$ cat config.mk
export PLATFORM = sky130hd
export DESIGN_NAME = acq_sequencer
export DESIGN_NICKNAME = d
export VERILOG_FILES = /design/src/rtl/acq_sequencer.sv
export SDC_FILE = /design/constraint.sdc
export NUM_CORES = 1
export LEC_CHECK = 0
export CAP_MARGIN = 20
export CORE_ASPECT_RATIO = 0.75
export CORE_MARGIN = 2
export CORE_UTILIZATION = 49
export DETAILED_ROUTE_END_ITERATION = 10
export GPL_ROUTABILITY_DRIVEN = 0
export GPL_TIMING_DRIVEN = 0
export PLACE_DENSITY = 0.84
export SLEW_MARGIN = 30
export SYNTH_ARGS = -nofsm -noshare
export SYNTH_HDL_FRONTEND = slang
export SYNTH_SLANG_ARGS = --single-unit
$ cat constraint.sdc
create_clock -name clk -period 2.5 [get_ports clk]
set_input_delay 0.375 -clock clk [delete_from_list [all_inputs] [get_ports clk]]
set_output_delay 0.375 -clock clk [all_outputs]
set_load 0.01 [all_outputs]
$ cat src/rtl/acq_sequencer.sv
// acq_sequencer: start/stop driven master sequencer for the I/Q receive chain
// (AGC SPI load, ADC control load, settle, acquire). Macro ACQ_SEQ_FRAME_LIMIT_EN adds the nsamples frame limit.
module acq_sequencer #(
   parameter int SETTLE_CYCLES = 100,
   parameter int AGC_TIMEOUT   = 4096,
   parameter int WRCNT_WIDTH   = 11,
   parameter int FIFO_HWM      = 1920
) (
   input  logic                   clk,
   input  logic                   arstn,
   input  logic                   start,
   input  logic                   stop,
   input  logic [11:0]            agc_level,
   input  logic [9:0]             ctrlword,
   input  logic [31:0]            nsamples,
   input  logic                   agc_csn,
   input  logic [1:0]             adc_mbusy,
   input  logic                   adc_valid,
   input  logic [WRCNT_WIDTH-1:0] fifo_wrcnt,
   output logic [11:0]            agc_data,
   output logic                   agc_load,
   output logic [9:0]             adc_ctrlword,
   output logic                   adc_ldctrl,
   output logic                   adc_enable,
   output logic                   busy,
   output logic                   overrun,
   output logic                   agc_err,
   output logic [31:0]            sample_cnt,
   output logic [2:0]             dbg_state
);

   typedef enum logic [2:0] {
      S_IDLE     = 3'd0,
      S_AGC_LOAD = 3'd1,
      S_AGC_WAIT = 3'd2,
      S_ADC_CFG  = 3'd3,
      S_ADC_WAIT = 3'd4,
      S_SETTLE   = 3'd5,
      S_ACQUIRE  = 3'd6
   } state_t;

   localparam logic [31:0]            L_TMO_LAST    = 32'(AGC_TIMEOUT - 1);
   localparam logic [31:0]            L_SETTLE_LAST = 32'(SETTLE_CYCLES - 1);
   localparam logic [WRCNT_WIDTH-1:0] L_HWM         = WRCNT_WIDTH'(FIFO_HWM);

   state_t      r_state;
   logic [31:0] r_cnt;
   logic        r_seen_low;
   logic [11:0] r_agc_data;
   logic [9:0]  r_ctrlword;
   logic        r_agc_load;
   logic        r_ldctrl;
   logic        r_enable;
   logic        r_busy;
   logic        r_overrun;
   logic        r_agc_err;
   logic [31:0] r_sample_cnt;
   logic [31:0] w_cnt_inc;
   logic        w_limit_hit;

   // start/stop are single-cycle commands sampled on the rising edge; adc_valid
   // is a per-cycle strobe with no back-pressure, so every sampled strobe counts.
   assign w_cnt_inc = (r_sample_cnt == 32'hFFFF_FFFF) ? r_sample_cnt : r_sample_cnt + 32'd1;

`ifdef ACQ_SEQ_FRAME_LIMIT_EN
   logic [31:0] r_nsamples;
   assign w_limit_hit = adc_valid && (r_nsamples != 32'd0) && (w_cnt_inc == r_nsamples);
`else
   logic w_unused_nsamples;
   assign w_unused_nsamples = ^nsamples;
   assign w_limit_hit       = 1'b0;
`endif

   always_ff @(posedge clk or negedge arstn) begin
      if (!arstn) begin
         r_state      <= S_IDLE;
         r_cnt        <= 32'd0;
         r_seen_low   <= 1'b0;
         r_agc_data   <= 12'hAAA;
         r_ctrlword   <= 10'b0000100100;
         r_agc_load   <= 1'b0;
         r_ldctrl     <= 1'b0;
         r_enable     <= 1'b0;
         r_busy       <= 1'b0;
         r_overrun    <= 1'b0;
         r_agc_err    <= 1'b0;
         r_sample_cnt <= 32'd0;
`ifdef ACQ_SEQ_FRAME_LIMIT_EN
         r_nsamples   <= 32'd0;
`endif
      end else begin
         r_agc_load <= 1'b0;
         r_ldctrl   <= 1'b0;
         if (stop && (r_state != S_IDLE)) begin
            // Abort from anywhere: flags survive, a strobe in the stop cycle still counts.
            r_state  <= S_IDLE;
            r_busy   <= 1'b0;
            r_enable <= 1'b0;
            if ((r_state == S_ACQUIRE) && adc_valid) r_sample_cnt <= w_cnt_inc;
         end else begin
            case (r_state)
               S_IDLE: begin
                  if (start && !stop) begin
                     r_agc_data   <= agc_level;
                     r_ctrlword   <= ctrlword;
                     r_sample_cnt <= 32'd0;
                     r_overrun    <= 1'b0;
                     r_agc_err    <= 1'b0;
`ifdef ACQ_SEQ_FRAME_LIMIT_EN
                     r_nsamples   <= nsamples;
`endif
                     r_agc_load   <= 1'b1;
                     r_busy       <= 1'b1;
                     r_state      <= S_AGC_LOAD;
                  end
               end
               S_AGC_LOAD: begin
                  r_cnt      <= 32'd0;
                  r_seen_low <= 1'b0;
                  r_state    <= S_AGC_WAIT;
               end
               S_AGC_WAIT: begin
                  if (r_seen_low && agc_csn) begin
                     r_ldctrl <= 1'b1;
                     r_state  <= S_ADC_CFG;
                  end else if (r_cnt == L_TMO_LAST) begin
                     r_agc_err <= 1'b1;
                     r_busy    <= 1'b0;
                     r_state   <= S_IDLE;
                  end else begin
                     r_cnt <= r_cnt + 32'd1;
                     if (!agc_csn) r_seen_low <= 1'b1;
                  end
               end
               S_ADC_CFG: begin
                  r_cnt   <= 32'd0;
                  r_state <= S_ADC_WAIT;
               end
               S_ADC_WAIT: begin
                  // r_cnt only marks that the first ADC_WAIT cycle has passed.
                  if ((r_cnt != 32'd0) && (adc_mbusy == 2'b00)) begin
                     r_cnt   <= 32'd0;
                     r_state <= S_SETTLE;
                  end else begin
                     r_cnt <= 32'd1;
                  end
               end
               S_SETTLE: begin
                  if (r_cnt == L_SETTLE_LAST) begin
                     r_enable <= 1'b1;
                     r_state  <= S_ACQUIRE;
                  end else begin
                     r_cnt <= r_cnt + 32'd1;
                  end
               end
               S_ACQUIRE: begin
                  if (adc_valid) r_sample_cnt <= w_cnt_inc;
                  if (fifo_wrcnt >= L_HWM) begin
                     r_overrun <= 1'b1;
                     r_enable  <= 1'b0;
                     r_busy    <= 1'b0;
                     r_state   <= S_IDLE;
                  end else if (w_limit_hit) begin
                     r_enable <= 1'b0;
                     r_busy   <= 1'b0;
                     r_state  <= S_IDLE;
                  end
               end
               default: begin
                  r_enable <= 1'b0;
                  r_busy   <= 1'b0;
                  r_state  <= S_IDLE;
               end
            endcase
         end
      end
   end

   assign agc_data     = r_agc_data;
   assign agc_load     = r_agc_load;
   assign adc_ctrlword = r_ctrlword;
   assign adc_ldctrl   = r_ldctrl;
   assign adc_enable   = r_enable;
   assign busy         = r_busy;
   assign overrun      = r_overrun;
   assign agc_err      = r_agc_err;
   assign sample_cnt   = r_sample_cnt;
   assign dbg_state    = r_state;

endmodule

# --- Word level (Yosys, flattened, before mapping) ---
# Index checks and enable logic that the tools add are counted.
word_totals:
  output_inout_bits: 63
  latchBits: 0
  n_memories: 0
  ram_bits: 0
  mem_bits_ro: 0
  ff_bits: 96
  input_bits: 73
classes:
  n_addsub: 2
  eq_ne: 27
  n_shift: 0
  magnitude_cmp: 1
  reduce_logical: 27
  muxes: 44
  div_mod_pow: 0
  mul: 0
  bitwise: 1
ops:
  columns: ["op", "count"]
  rows:
  - ["$mux 32", 8]
  - ["$pmux 32 s4", 1]
  - ["$add 32x1->32 const B", 2]
  - ["$pmux 32 s2", 1]
  - ["$eq 32x12->1 const B", 1]
  - ["$eq 32x32->1 const B", 1]
  - ["$eq 32x7->1 const B", 1]
  - ["$reduce_bool 32->1", 1]
  - ["$reduce_and 5->1", 5]
  - ["$mux 1", 21]
  - ["$mux 3", 7]
  - ["$pmux 3 s7", 1]
  - ["$ne 3x3->1 const B", 6]
  - ["$ne 2x2->1 const B", 6]
  - ["$ge 11x11->1 const B", 1]
  - ["$eq 3x3->1 const B", 3]
  - ["$ne 2x1->1 const B", 4]
  - ["$reduce_and 4->1", 2]
  - ["$eq 3x2->1 const B", 2]
  - ["$pmux 1 s2", 3]
  - ["$reduce_and 3->1", 2]
  - ["$reduce_bool 2->1", 3]
  - ["$reduce_bool 3->1", 2]
  - ["$logic_and 1x1->1", 5]
  - ["13 further kinds", 13]

# --- Logic depth before layout (Yosys ltp) ---
# Gate-level depths: netlist of the first run.
depth:
  depth_word: 5
  mapped_depth: 9

# --- Worst setup path after synthesis of the first run ---
# No wires, ideal clock.
synth_path:
  path_kind: "flip-flop to flip-flop"
  start: "reg r_sample_cnt[0] (netlist: sample_cnt[0])"
  end: "reg r_sample_cnt[21] (netlist: sample_cnt[21])"
  t_required_ns: 2.422
  synth_period_minus_slack_ns: 2.279
  slack_ns: 0.221
  arrival_time_ns: 2.201
  path_stages_with_launch: 10
  path_buffers: 2
  cell_sequence: "dfrtp_1 ha_1 and2_1 and4_4 and4_4 buf_6 or2_1 buf_6 or4_1 a21oi_1"
synth_via:
  elab_chain_cells: 5
  elab_cells_between_ends: 7
synth_lines:
  columns: ["item", "line", "source"]
  rows:
  - ["start: declaration", "57", "logic [31:0] r_sample_cnt;"]
  - ["start signal: assignment", "99", "if ((r_state == S_ACQUIRE) && adc_valid) r_sample_cnt <= w_cnt_inc;"]
  - ["start signal: assignment", "157", "if (adc_valid) r_sample_cnt <= w_cnt_inc;"]
  - ["$add 32x1->32 or $eq 32x32->1 (tied branches)", "63", "assign w_cnt_inc = (r_sample_cnt == 32'hFFFF_FFFF) ? r_sample_cnt : r_sample_cnt + 32'd1;"]
  - ["$mux 32 *", "63", null]
  - ["$mux 32", "157", null]
  - ["$pmux 32 s2", "101", "case (r_state)"]
  - ["$mux 32 *", "94", "if (stop && (r_state != S_IDLE)) begin"]
# Every way passes the cells marked *; elsewhere a longest branch is shown, timed or not. The select of a mux whose other input is x is not followed.
# A chain may end at the register's enable or synchronous reset.

# --- Final worst setup path of the first run ---
layout_path:
  start: "reg r_cnt[7]"
  end: "reg r_cnt[16]"
layout_via:
  elab_chain_cells: 4
  elab_cells_between_ends: 10
layout_lines:
  columns: ["item", "line", "source"]
  rows:
  - ["start: declaration", "47", "logic [31:0] r_cnt;"]
  - ["start signal: assignment", "131", "r_cnt <= r_cnt + 32'd1;"]
  - ["start signal: assignment", "153", "r_cnt <= r_cnt + 32'd1;"]
  - ["$add 32x1->32", "131, 153", null]
  - ["$mux 32", "126", "end else if (r_cnt == L_TMO_LAST) begin"]
  - ["$mux 32", "123", "if (r_seen_low && agc_csn) begin"]
  - ["$pmux 32 s4", "101", null]
# Parallel ways exist; a longest one is shown, timed or not. The select of a mux whose other input is x is not followed.

==> flow_summary.ini, run 1 <==
[run_status]
status = finished clean

[global_route]
grt_max_degree = 66
first_global_vias = 4989
antenna_found_initial = 0
grt_first_pass_wirelength_um = 24500
grt.total_usage_pct = 26.7
grt_overflow = 0

[clock_tree]
cts_root_buffer = clkbuf_16
clock_latency_ps = 350
clk_pin_slew_ps = 70
cts_tree = yes
cts_sinks = 96
cts_buffers = 9
cts_buffer_depth = 2
htreeDepth = 3

[floorplan]
std_cell_rows = 32
die-area_um2 = 11500
ios = 136
die_h_um = 93.4
core_um2 = 10300
start_util_pct = 50.5
fp.dieW_um = 123

[drt]
vias = 5228
wire_per_inst_um = 17.4
drtPass1Iterations = 6
viasPerCell = 6.08
ant_nets = 0
drc = 0
drt_iter0_drc = 602
wl_um = 14900

[yosys]
yosys-top-cells-area = dfrtp_1 42%, nand2_1 7.6%, nor2_1 4.1%
synthFlopType = dfrtp_1
synthArstFlopShare_pct = 100
synth_warnings = 0
syn-cell-area_um2 = 5220
yosysMostFrequentCell = nand2_1
ys_types = 56
ys_top_cells_by_count = 105 x nand2_1, 88 x dfrtp_1, 57 x nor2_1
synth-edff-count = 0
synth-seq-area-share_pct = 46.2
synth_top_area_cell = dfrtp_1
synth_top_area_share_pct = 42.2
synth_seq_cells = 96
synth_cells = 605
syn_avg_cell_area_um2 = 8.62
synth_fp_nets = 681

[worst_setup_path]
worstReg2RegStart = r_cnt[7]$_DFFE_PN0P_
r2r-end = r_cnt[16]$_DFFE_PN0P_
cp-end-kind = flop
cp.arrival_ps = 2700
critPathRequiredTime_ps = 2730
critPathLaunchType = flop
worstRegToRegCells = 8
path_class = flop to flop
worstPathMaxFanout = 10
r2r_slack_ps = 20

[finish]
seq_area_um2 = 2410
nets = 795
stdcell_count = 860
design_area_um2 = 6820
syn2layout_area_growth_pct = 30.8
drive_gt1_share_pct = 11.5
antenna_cells = 0
fill_cells = 821
multiInputGateArea_um2 = 2670

[timing]
rsz0062_at_grt = true
finClkSkew_ps = 7.37
tns_ps = 0
worst_slew_pin_slew_ps = 754
fin_crit_ps = 2480
report.final.slew_viol_count = 0
max_freq_ghz = 0.404
setup_viol = 0
final_hold_viol_count = 0
fin_crit_sh_pct = 99.0
max_slew_margin_pct = 49.4

[pwr]
p_leak_uw = 0.00287
ir_worst_vdd_uv = 608
power.density_nw_per_um2 = 813

[placement]
port_buffers = 96
dp.cells = 838
dp_hpwl_um = 10500
dpl-instance-area_um2 = 6380

[min_path]
hold_class = input pin to async pin

[job]
drv_cap = 0
registers in the layout (all words and copies together), names as in the netlist:
signal,cells
adc_ldctrl,1
dbg_state,3
agc_err,1
overrun,1
sample_cnt,32
r_cnt,32
agc_data,12
r_seen_low,1
busy,1
adc_ctrlword,10
agc_load,1
adc_enable,1
report_power, final:
group | switching [uW] | total (uW) | internal [uW] | leakage (uW)
logic | 1240 | 2160 | 925 | 0.00146
registers | 201 | 2040 | 1840 | 0.00128
clock network | 648 | 1340 | 694 | 0.000135
worst max path at each step:
stage,from,end,slack [ps],cells past startpoint
2_1_floorplan,sample_cnt[0]$_DFFE_PN0P_,sample_cnt[21]$_DFFE_PN0P_,220,9
3_3_place_gp,arstn,sample_cnt[13]$_DFFE_PN0P_,-2440,1
3_5_place_dp,stop,sample_cnt[20]$_DFFE_PN0P_,-440,8
4_1_cts,r_cnt[15]$_DFFE_PN0P_,r_cnt[2]$_DFFE_PN0P_,10,8
5_1_grt,r_cnt[7]$_DFFE_PN0P_,r_cnt[19]$_DFFE_PN0P_,-60,8
6_report,r_cnt[7]$_DFFE_PN0P_,r_cnt[16]$_DFFE_PN0P_,20,8
layer usage:
metal  wire length [um]  vias to the layer above  track usage (%)
li1                   -                     2392                -
met1               6180                     2524             37.1
met2               7000                      286             41.0
met3               1470                       26             6.40
met4                278                        0             9.28
met5                  0                        -                0
worst max-delay path, cell delays in order, from the launching register on:
cell and delay, ps:
dfrtp_1 350, buf_2 180, or4_1 580, nor2_2 210, nand4_1 210, a31oi_1 270, or2_1 160, buf_2 260
o31ai_1 120
what timing repair did:
item,CTS,global route
endpoints found under the hold margin,23,0
setup endpoints to repair,42,88
pin swaps,1,3
gates resized for setup,5,48
buffers inserted,1,4
hold buffers,1,0
area by class of cell:
class / count / share of cell area (%)
clock inverter: 7 / 0.899
buffer: 35 / 2.79
sequential: 96 / 35.4
tap: 136 / 2.49
timing repair buffer: 103 / 15.2
multi-input combinational: 459 / 39.1
inverter: 15 / 0.825
clock buffer: 9 / 3.30
placed cells by master, fill, tap and decap left out, types with 4 or more instances in the layout:
cell,count
clkbuf_16,9
nor3_1,16
xnor2_1,22
clkbuf_1,12
clkbuf_2,12
nor4_1,13
a31oi_1,15
nand4_1,9
nor2_1,55
a31o_2,5
nand2b_1,5
inv_1,15
nand2_1,105
buf_4,7
and4_1,8
buf_6,4
or3_1,4
clkdlybuf4s50_1,95
dfstp_2,8
and3_1,15
nand3_1,30
dfrtp_1,86
and2_1,9
nor2b_1,8
or4_1,5
o31ai_1,22
a21oi_1,20
o21ai_0,38
cells by family (layout without fill, tap and decap cells):
family	Yosys count	count (layout)	share of synthesized area (%)
flops	96	96	46.2
mux	2	2	0.408
simple gates	302	302	28.6
xor+xnor	23	23	3.86
buf+inv	50	169	4.20
compound gates	129	129	16.0
fa+ha+maj	3	3	0.720
through the flow:
stage               power (uW)  hold slack, ps  setup WS, ps  utilization (%)
floorplan                 3170            79.4           221                -
global placement          3990             445         -2440             61.4
detailed placement        4080             274          -436             61.7
CTS                       5440             463          12.1             64.9
global route              5860             473         -59.9             66.0
finish                    5540             461          24.6             66.0
No activity file was read; power rests on OpenSTA's default activity.
==> run 2, diff against run 1 <==
--- a/config.mk
+++ b/config.mk
@@ -13,6 +13,7 @@
 export GPL_ROUTABILITY_DRIVEN = 0
 export GPL_TIMING_DRIVEN = 0
 export PLACE_DENSITY = 0.84
+export SKIP_LAST_GASP = 1
 export SLEW_MARGIN = 30
 export SYNTH_ARGS = -nofsm -noshare
 export SYNTH_HDL_FRONTEND = slang
==> run 2 against run 1 <==
Effect of this change: setup slack improved by 17 ps; global-route usage unchanged; clock-buffer cell count is the same; critical path depth unchanged; first-iteration DRC count is 3.2% lower; utilization hardly changed; clock skew hardly changed; die area unchanged; register-to-register slack improved by 20 ps; largest power group unchanged.
==> flow_summary.ini, run 2 (same netlist as run 1, synthesis figures left out) <==
[pwr]
pwr-share-seq_pct = 36.9
power.density_nw_per_um2 = 812
p_leak_uw = 0.00287
power.combinational.fraction_pct = 38.9
p_sw_uw = 2080
intPower_uw = 3460
ir_worst_vdd_uv = 608
pwr-share-clk_pct = 24.3
p_sw_share_pct = 37.5
design_power_total_uw = 5530

[worst_setup_path]
r2r_slack_ps = 40
crit_chain = buf_2 > or4_1 > nor2_1 > nand4_1 > a31oi_1 > or2_1 > buf_2 > o31ai_1
path_class = flop to flop
cp-end-kind = flop
worstReg2RegStart = r_cnt[7]$_DFFE_PN0P_
critPathLaunchType = flop
worstPathMaxFanout = 10
cpMostUsedCell = buf_2
cpPeakStageDelay_ps = 520
critPathRequiredTime_ps = 2730
r2r-end = r_cnt[16]$_DFFE_PN0P_
worstRegToRegCells = 8
critPathSlowestCell = or4_1
cp.arrival_ps = 2680

[finish]
nets = 795
design_area_um2 = 6820
stdcell_count = 860
final_cell_mix = 105 x nand2_1, 95 x clkdlybuf4s50_1, 86 x dfrtp_1
syn2layout_area_growth_pct = 30.8
drive_gt1_share_pct = 11.3
final_common_cell = nand2_1
antenna_cells = 0

[drt]
wl_um = 14900
viasPerCell = 6.06
ant_nets = 0
drt_iter0_drc = 583
wire_per_inst_um = 17.3
drc = 0
vias = 5213
drtPass1Iterations = 5

[floorplan]
std_cell_rows = 32
die-area_um2 = 11500
die_h_um = 93.4
start_util_pct = 50.5
core_um2 = 10300
fp.dieW_um = 123
ios = 136

[timing]
setup_viol = 0
setup_ws_ps = 41.7
fin_crit_ps = 2460
rsz0062_at_grt = true
max_slew_margin_pct = 49.1
worst_slew_pin_slew_ps = 758
max_freq_ghz = 0.407
report.final.slew_viol_count = 0
final_hold_viol_count = 0
fin_crit_sh_pct = 98.3
finClkSkew_ps = 7.71

[global_route]
first_global_vias = 4989
antenna_found_initial = 0
grt.total_usage_pct = 26.7
grt_max_degree = 66
grt_overflow = 0
grt_first_pass_wirelength_um = 24500

[placement]
dpl-instance-area_um2 = 6380
dp.cells = 838
dp_slack_ps = -436
dp_hpwl_um = 10500
port_buffers = 96

[clock_tree]
cts_sinks = 96
cts_root_buffer = clkbuf_16
htreeDepth = 3
cts_buffer_depth = 2
cts_buffers = 9
clk_pin_slew_ps = 70
cts_tree = yes
clock_latency_ps = 350

[run_status]
status = finished clean

[min_path]
hold_class = input pin to async pin

[job]
drv_cap = 0
run 2: worst max-delay path by stage:
stage | start | to | cells after the start
detailed placement | stop | sample_cnt[20]$_DFFE_PN0P_ | 8
finish | r_cnt[7]$_DFFE_PN0P_ | r_cnt[16]$_DFFE_PN0P_ | 8
CTS | r_cnt[15]$_DFFE_PN0P_ | r_cnt[2]$_DFFE_PN0P_ | 8
global route | r_cnt[7]$_DFFE_PN0P_ | r_cnt[19]$_DFFE_PN0P_ | 8
global placement | arstn | sample_cnt[13]$_DFFE_PN0P_ | 1
floorplan | sample_cnt[0]$_DFFE_PN0P_ | sample_cnt[21]$_DFFE_PN0P_ | 9
run 2: through the flow:
step                      hold WS [ps]  util (%)  setup TNS [ps]
after floorplan                   79.4         -               0
after detailed placement           274      61.7           -8080
after global routing               473      66.0            -518
after global placement             445      61.4         -229180
after CTS                          463      64.9               0
final                              461      66.0               0
run 2: layout make-up:
class,count,area [um2]
sequential,96,2410
clock inverter,7,61.3
timing repair buffer,103,1040
fill,820,3510
clock buffer,9,225
multi-input combinational,459,2670
tap,136,170
inverter,15,56.3
buffer,35,190
run 2: repair_timing:
item | 4_1_cts | 5_1_grt
setup endpoints to repair | 42 | 88
hold buffers | 1 | 0
endpoints found under the hold margin | 23 | 0
pin swaps | 1 | 3
gates resized for setup | 5 | 47
setup buffers | 1 | 4
run 2: critical path, delay by kind of cell (launching register included):
kind / cells / cell delay, ps
AND/OR/NAND/NOR: 4 / 1120
buffers and inverters: 2 / 450
AO/OA/AOI/OAI: 2 / 400
flip-flops: 1 / 350
run 2: routing by layer:
layer,vias up,global-route usage (%),part of all wire [%]
met5,-,0,0
met4,0,9.28,1.8
met3,20,6.40,9.3
met2,277,41.0,47
met1,2524,37.1,42
li1,2392,-,-
run 2: power groups by stage:
stage / registers, uW / logic [uW] / clock network [uW]
3_5_place_dp: 2050 / 2030 / 0
3_3_place_gp: 2040 / 1950 / 0
5_1_grt: 2070 / 2370 / 1410
4_1_cts: 2030 / 2060 / 1360
2_1_floorplan: 2130 / 1040 / 0
6_report: 2040 / 2150 / 1340
==> run 3, diff against run 2 <==
--- a/config.mk
+++ b/config.mk
@@ -6,13 +6,12 @@
 export NUM_CORES = 1
 export LEC_CHECK = 0
 export CAP_MARGIN = 20
-export CORE_ASPECT_RATIO = 0.75
 export CORE_MARGIN = 2
-export CORE_UTILIZATION = 49
+export CORE_UTILIZATION = 50
 export DETAILED_ROUTE_END_ITERATION = 10
 export GPL_ROUTABILITY_DRIVEN = 0
 export GPL_TIMING_DRIVEN = 0
-export PLACE_DENSITY = 0.84
+export PLACE_DENSITY = 0.86
 export SKIP_LAST_GASP = 1
 export SLEW_MARGIN = 30
 export SYNTH_ARGS = -nofsm -noshare
==> constraint.sdc (replaced) <==
create_clock -name clk -period 3 [get_ports clk]
set_input_delay 0.45 -clock clk [delete_from_list [all_inputs] [get_ports clk]]
set_output_delay 0.45 -clock clk [all_outputs]
set_load 0.01 [all_outputs]
==> run 3 against run 2 <==
Effect of this change: final cell count decreased by 0.58%; setup slack improved by 270 ps; clock power decreased by 39%; first-iteration DRC count decreased by 27%; critical path type unchanged.
==> flow_summary.ini, run 3 (same netlist as run 1, synthesis figures left out) <==
[timing]
max_freq_ghz = 0.371
tns_ps = 0
report.final.slew_viol_count = 0
finClkSkew_ps = 11.3
worst_slew_pin_slew_ps = 779
fin_crit_ps = 2690
setup_viol = 0
max_slew_margin_pct = 47.6
fin_crit_sh_pct = 89.8
rsz0062_at_grt = false
final_hold_viol_count = 0

[clock_tree]
cts_tree = yes
post-cts-setup-buffers = 0
cts_root_buffer = clkbuf_8
cts_resized = 0
clock_latency_ps = 370
htreeDepth = 3
cts_sinks = 96
ctsHoldBuffers = 1
cts_buffers = 9
clk_pin_slew_ps = 100
cts_buffer_depth = 2

[min_path]
min_to = agc_data[9]$_DFFE_PN1P_
hp-start = agc_data[9]$_DFFE_PN1P_
whs_path_depth = 2
hold_class = flop to flop

[floorplan]
ios = 136
core_um2 = 10200
die-area_um2 = 11300
start_util_pct = 51.0
fp.dieW_um = 106
die_h_um = 106
std_cell_rows = 37

[global_route]
top_usage_layer = met2
met1_usage_pct = 31.3
grt_first_pass_wirelength_um = 22700
antenna_found_initial = 0
grt.total_usage_pct = 24.8
met2_usage_pct = 42.5
grt_overflow = 0
first_global_vias = 4823
grt_max_degree = 53
grt_use_met3_pct = 4.17

[worst_setup_path]
worstRegToRegCells = 8
worstPathMaxFanout = 10
worstReg2RegStart = r_cnt[0]$_DFFE_PN0P_
critPathRequiredTime_ps = 3240
cp.arrival_ps = 2930
r2r_slack_ps = 310
path_class = flop to flop
cp-end-kind = flop
critPathLaunchType = flop
r2r-end = r_cnt[10]$_DFFE_PN0P_

[pwr]
power.density_nw_per_um2 = 640
p_leak_uw = 0.00272
ir_worst_vdd_uv = 434

[finish]
drive_gt1_share_pct = 6.95
final_common_cell = nand2_1
final_util_pct = 64.2
fill_cells = 832
syn2layout_area_growth_pct = 26.0
final_cell_mix = 105 x nand2_1, 95 x clkdlybuf4s50_1, 88 x dfrtp_1
nets = 790
antenna_cells = 0

[placement]
port_buffers = 96
dp_hpwl_um = 10100

[drt]
drc = 0
wire_per_inst_um = 16.2
ant_nets = 0
wl_um = 13800
vias = 5140
viasPerCell = 6.01
drtPass1Iterations = 5
drt_iter0_drc = 427

[run_status]
status = finished clean

[job]
drv_cap = 0
## run 3: final cells by class
| type | count | area, um2 | area share [%] |
|---|---|---|---|
| Timing Repair Buffer | 98 | 1000 | 15.2 |
| Inverter | 15 | 56.3 | 0.857 |
| Buffer | 35 | 163 | 2.48 |
| Tap cell | 136 | 170 | 2.59 |
| Clock buffer | 9 | 124 | 1.89 |
| Multi-Input combinational cell | 459 | 2580 | 39.3 |
| Clock inverter | 7 | 60.1 | 0.914 |
| Sequential cell | 96 | 2410 | 36.7 |
## run 3: worst max path at each step
stage,to,start,depth (start not counted)
after floorplan,sample_cnt[21]$_DFFE_PN0P_,sample_cnt[0]$_DFFE_PN0P_,9
after global routing,r_cnt[10]$_DFFE_PN0P_,r_cnt[1]$_DFFE_PN0P_,8
after detailed placement,sample_cnt[3]$_DFFE_PN0P_,stop,8
after global placement,r_cnt[9]$_DFFE_PN0P_,arstn,1
final,r_cnt[10]$_DFFE_PN0P_,r_cnt[0]$_DFFE_PN0P_,8
after CTS,r_cnt[10]$_DFFE_PN0P_,r_cnt[0]$_DFFE_PN0P_,8
## run 3: through the flow
stage	cells	cell area, um2	setup slack [ps]	total power, uW	hold slack (ps)
2_1_floorplan	605	5220	721	2640	154
3_3_place_gp	837	6350	-1960	3310	448
3_5_place_dp	838	6380	87.5	3390	403
4_1_cts	855	6570	355	4210	471
5_1_grt	855	6570	116	4470	481
6_report	855	6570	307	4210	464
## run 3: power by group
part / total (uW) / switching [uW] / internal, uW
combinational: 1690 / 973 / 722
sequential: 1700 / 167 / 1530
clock: 817 / 501 / 316
## run 3: routing by layer
metal  up-vias  wire, um
li1       2387         -
met2       243      6960
met4         0       200
met1      2484      5740
met3        26       937
met5         -         0
## run 3: worst max-delay path, cell delays in order (launching register included)
cell,delay (ps)
dfrtp_1,490
ha_1,290
and3_1,310
and4_1,340
a41oi_2,180
o21ai_1,390
buf_2,330
o21ai_0,130
o41ai_1,90
